File: src/rtl/instruction_fetch_unit.sv
// Fetch stage between the program counter and decode: req/ack instruction read, registered hand-off to decode.
// Optional ack-timeout watchdog is compiled in when IFU_TIMEOUT_EN is defined.
module instruction_fetch_unit #(
  parameter int unsigned   ADDR_W         = 32,
  parameter int unsigned   DATA_W         = 32,
  parameter logic [31:0]   NOP_INSTR      = 32'h0000_0000,
  parameter int unsigned   TIMEOUT_CYCLES = 16
) (
  input  logic              clock,
  input  logic              reset,
  input  logic              fetch_en,
  input  logic [ADDR_W-1:0] pc_in,
  input  logic              flush,
  output logic              imem_req,
  output logic [ADDR_W-1:0] imem_addr,
  input  logic              imem_ack,
  input  logic [DATA_W-1:0] imem_rdata,
  output logic [DATA_W-1:0] instr_out,
  output logic [ADDR_W-1:0] instr_pc,
  output logic              instr_valid,
  input  logic              decode_ready,
  output logic              pc_inc,
  output logic              fetch_error
);

  typedef enum logic [1:0] {IDLE, FETCH, HOLD} state_t;

  state_t            state_q, state_d;
  logic              req_q, req_d;
  logic [DATA_W-1:0] instr_q, instr_d;
  logic [ADDR_W-1:0] ipc_q, ipc_d;
  logic              valid_q, valid_d;
  logic              inc_q, inc_d;
  logic              discard_q, discard_d;
  logic              blockFetch;

`ifdef IFU_TIMEOUT_EN
  localparam int unsigned CNT_W = (TIMEOUT_CYCLES > 2) ? $clog2(TIMEOUT_CYCLES) : 1;
  logic [CNT_W-1:0] cnt_q, cnt_d;
  logic             err_q, err_d;
  assign blockFetch  = err_q;
  assign fetch_error = err_q;
`else
  assign blockFetch  = 1'b0;
  assign fetch_error = 1'b0;
`endif

  always_comb begin
    state_d   = state_q;
    req_d     = req_q;
    instr_d   = instr_q;
    ipc_d     = ipc_q;
    valid_d   = valid_q;
    inc_d     = 1'b0;
    discard_d = discard_q;
`ifdef IFU_TIMEOUT_EN
    cnt_d     = cnt_q;
    err_d     = err_q;
`endif
    case (state_q)
      IDLE: begin
        if (fetch_en && !blockFetch) begin
          state_d = FETCH;
          req_d   = 1'b1;
        end
      end
      FETCH: begin
        if (imem_ack) begin
`ifdef IFU_TIMEOUT_EN
          cnt_d = '0;
`endif
          // A flush seen earlier or in this very cycle makes the returning word stale.
          if (discard_q || flush) begin
            discard_d = 1'b0;
            state_d   = fetch_en ? FETCH : IDLE;
            req_d     = fetch_en;
          end else begin
            instr_d = imem_rdata;
            ipc_d   = pc_in;
            valid_d = 1'b1;
            inc_d   = 1'b1;
            state_d = HOLD;
            req_d   = 1'b0;
          end
        end else begin
          if (flush) begin
            discard_d = 1'b1;
          end
`ifdef IFU_TIMEOUT_EN
          if (cnt_q == CNT_W'(TIMEOUT_CYCLES - 1)) begin
            err_d     = 1'b1;
            req_d     = 1'b0;
            state_d   = IDLE;
            cnt_d     = '0;
            discard_d = 1'b0;
          end else begin
            cnt_d = cnt_q + 1'b1;
          end
`endif
        end
      end
      HOLD: begin
        if (flush || decode_ready) begin
          valid_d = 1'b0;
          state_d = fetch_en ? FETCH : IDLE;
          req_d   = fetch_en;
          if (flush) begin
            instr_d = NOP_INSTR[DATA_W-1:0];
          end
        end
      end
      default: begin
        state_d = IDLE;
        req_d   = 1'b0;
      end
    endcase
  end

  always_ff @(posedge clock or negedge reset) begin
    if (!reset) begin
      state_q   <= IDLE;
      req_q     <= 1'b0;
      instr_q   <= NOP_INSTR[DATA_W-1:0];
      ipc_q     <= '0;
      valid_q   <= 1'b0;
      inc_q     <= 1'b0;
      discard_q <= 1'b0;
    end else begin
      state_q   <= state_d;
      req_q     <= req_d;
      instr_q   <= instr_d;
      ipc_q     <= ipc_d;
      valid_q   <= valid_d;
      inc_q     <= inc_d;
      discard_q <= discard_d;
    end
  end

`ifdef IFU_TIMEOUT_EN
  always_ff @(posedge clock or negedge reset) begin
    if (!reset) begin
      cnt_q <= '0;
      err_q <= 1'b0;
    end else begin
      cnt_q <= cnt_d;
      err_q <= err_d;
    end
  end
`endif

  assign imem_req    = req_q;
  assign imem_addr   = req_q ? pc_in : '0;
  assign instr_out   = instr_q;
  assign instr_pc    = ipc_q;
  assign instr_valid = valid_q;
  assign pc_inc      = inc_q;

endmodule
File: config.mk
export PLATFORM = sky130hd
export DESIGN_NAME = instruction_fetch_unit
export DESIGN_NICKNAME = d
export VERILOG_FILES = /design/src/rtl/instruction_fetch_unit.sv
export SDC_FILE = /design/constraint.sdc
export NUM_CORES = 1
export LEC_CHECK = 0
export CORE_MARGIN = 2
export CORE_UTILIZATION = 40
export CTS_BUF_LIST = sky130_fd_sc_hd__clkbuf_8
export CTS_CLUSTER_DIAMETER = 100
export DETAILED_ROUTE_END_ITERATION = 7
export GPL_TIMING_DRIVEN = 0
export PLACE_DENSITY = 0.95
export SLEW_MARGIN = 20
export SYNTH_ARGS = -nofsm -noshare
export SYNTH_HDL_FRONTEND = slang
export SYNTH_SLANG_ARGS = --single-unit
File: constraint.sdc
create_clock -name clock -period 1.5 [get_ports clock]
set_input_delay 0.375 -clock clock [delete_from_list [all_inputs] [get_ports clock]]
set_output_delay 0.375 -clock clock [all_outputs]
set_load 0.05 [all_outputs]
==> impl_metrics.ini <==
[worst_setup_path]
worstReg2RegStart = imem_req
critPathMaxFanout = 10
critPathSlowestCell = dfrtp_2
worstPathCellList = buf_4, buf_4, and2b_2, nand3_4, buf_8, mux2_2
cp-end-kind = flip-flop
r2r.worst_path.cells = 6
cp.arrival_ps = 1900
cp_slowest_stage_delay_ps = 410
reg2reg_setup_slack_ps = -200
crit_path_start_kind = flip-flop
critPathRequiredTime_ps = 1700
worstReg2RegEnd = instr_pc[13]
crit_top_cell = buf_4
path_class = reg2reg

[final_layout]
nets = 521
n_fill_cell = 447
ff_latch_area_um2 = 1730
multi_input_area_um2 = 1210
layout_common_cells = dfrtp_1 (68), clkdlybuf4s50_1 (68), clkdlybuf4s15_2 (66), inv_1 (38), buf_8 (35)
drive_above_1_share_pct = 44.3
area_growth_pct = 83.6
n_antenna_cell = 0

[power]
p_per_area_nw_per_um2 = 2330
ir_drop_mv = 1.10
p_leak_nw = 2.88

[routing]
drt-pass1-iter-count = 4
drt_iter0_drc = 63
route.detailed.drc = 0
vias = 2584
routed_wl_um = 9430
antenna_left = 0
vias_per_cell = 4.66
wire_per_inst_um = 17.0

[worst_hold_path]
hold_path_class = in2async

[clock_network]
htree_levels = 3
cts_tree = yes
clk_pin_slew_ps = 70
clk_path_buf_depth = 2
cts.sinks = 69
cts-root-buf = clkbuf_8
clk_latency_ps = 320
cts_buffers = 9

[timing]
finalSetupViolCount = 100
postLayoutSetupSlackWorst_ps = -196
holdWs_ps = 3.73
min_period_ps = 1700
drv_slew = 0
final_hold_viol_count = 0
layout_worst_path_cycle_share_pct = 113
rsz0062_at_grt = true
clock_skew_ps = 8.62
fmax_ghz = 0.590

[grt]
grt_antenna_before_repair = 0
grt_usage_pct = 23.4
grt_max_degree = 37
grt_pass1_vias = 2963
overflow = 0
grt_pass1_wl_um = 15400

[floorplanning]
die_y_um = 91.5
start_util_pct = 41.8
die_width_um = 91.5
ios = 170
core-area_um2 = 7330
die_area_um2 = 8380
placementRows = 31

[synth]
synth_area_leader_cell = dfrtp_1
ys_seq_elements = 69
ys_seq_area_share_pct = 56.3
yosys_warnings = 0
yosys-top-cells-area = dfrtp_1 (56%), mux2i_1 (10%), mux2_2 (10%), and2_1 (6.5%), inv_1 (4.2%)
postSynthAreaPerCell_um2 = 11.8
yosysUniqueCellTypes = 21
synth_top_area_share_pct = 56.3
syn_nets = 330
synth_cells = 260
synth_area_um2 = 3060

[placed_design]
pre_cts_slack_ps = -738
dpl.hpwl_um = 6310
portBuffers = 168
gp_congestion = 0.716

[status]
status = finished with violations
violations = negative setup slack

[run]
drv_cap = 0
power breakdown:
group	switching, W	total, W	internal, W
logic	0.00529	0.00836	0.00308
clock network	0.000630	0.00147	0.000837
registers	0.000513	0.00327	0.00276
flip-flops by register name, summed over array words and instances (netlist names):
| register | cells |
|---|---|
| discard_q | 1 |
| imem_req | 1 |
| instr_out | 32 |
| instr_pc | 32 |
| instr_valid | 1 |
| pc_inc | 1 |
| state_q | 1 |
metal layers:
metal  vias up  wire length (µm)  global-route usage, %
met5         -                 0                      0
met4         0                70                   6.44
met3         7               652                   5.23
met2       118              5100                   44.3
met1      1254              3610                   26.1
li1       1205                 -                      -
through the flow:
step / total power, W / TNS, ps / cells / util [%] / cell area [µm²]
final: 0.0131 / -14920 / 555 / 76.7 / 5630
after global routing: 0.0136 / -20290 / 555 / 76.7 / 5630
after CTS: 0.0131 / -15060 / 554 / 76.5 / 5610
after detailed placement: 0.0111 / -46120 / 528 / 67.2 / 4930
after global placement: 0.0109 / -189440 / 527 / 67.0 / 4910
after floorplan: 0.00830 / 0 / 260 / - / 3100
cells by family after synthesis:
group	share of synthesized area, %
compound gates	1.22
buf+inv	7.72
flops	56.3
mux	22.2
other cells	0.122
simple gates	12.4
cell type report:
type                       instances  area share (%)
buffer                            14            3.43
multi-input combinational        143            21.6
inverter                          34            2.27
tap                               99            2.20
sequential                        69            30.7
clock inverter                     5           0.801
clock buffer                      11            2.69
timing repair buffer             180            36.3
worst max path at each step:
stage | from | endpoint | slack (ps) | cells after the start
after detailed placement | imem_req | imem_addr[22] | -740 | 3
after global placement | reset | imem_req | -2390 | 1
after floorplan | imem_req | instr_pc[17] | 9 | 4
after global routing | imem_req | imem_addr[0] | -240 | 4
final | imem_req | instr_pc[13] | -200 | 6
after CTS | imem_req | imem_addr[22] | -210 | 4
timing repair:
| action | in CTS | in global routing |
|---|---|---|
| endpoints found under the setup margin | 156 | 101 |
| resized for setup | 527 | 4 |
| setup buffers | 7 | 1 |
| hold endpoints to repair | 0 | 0 |
| pin swaps | 0 | 0 |
| gates cloned | 3 | 0 |
| hold buffers | 0 | 0 |
cell usage after synthesis:
cell type / instances
o21ai_0: 1
mux2_2: 28
and2_1: 32
nor3b_1: 1
and2b_2: 1
buf_6: 7
a21oi_1: 3
buf_4: 1
clkbuf_1: 6
nand3_4: 1
nand2b_1: 1
mux2i_1: 32
nand2_1: 33
o31ai_1: 1
nand3b_1: 1
dfrtp_1: 69
mux2_1: 4
inv_1: 34
a221o_1: 1
nor2_1: 2
conb_1: 1
worst max-delay path: cells and delay by family, from the launching register on:
family | cells | cell delay, ps
DFF | 1 | 410
muxes | 1 | 350
and+or+nand+nor | 2 | 330
buffers and inverters | 3 | 470
Note: power is estimated with default switching activity, not from simulation.
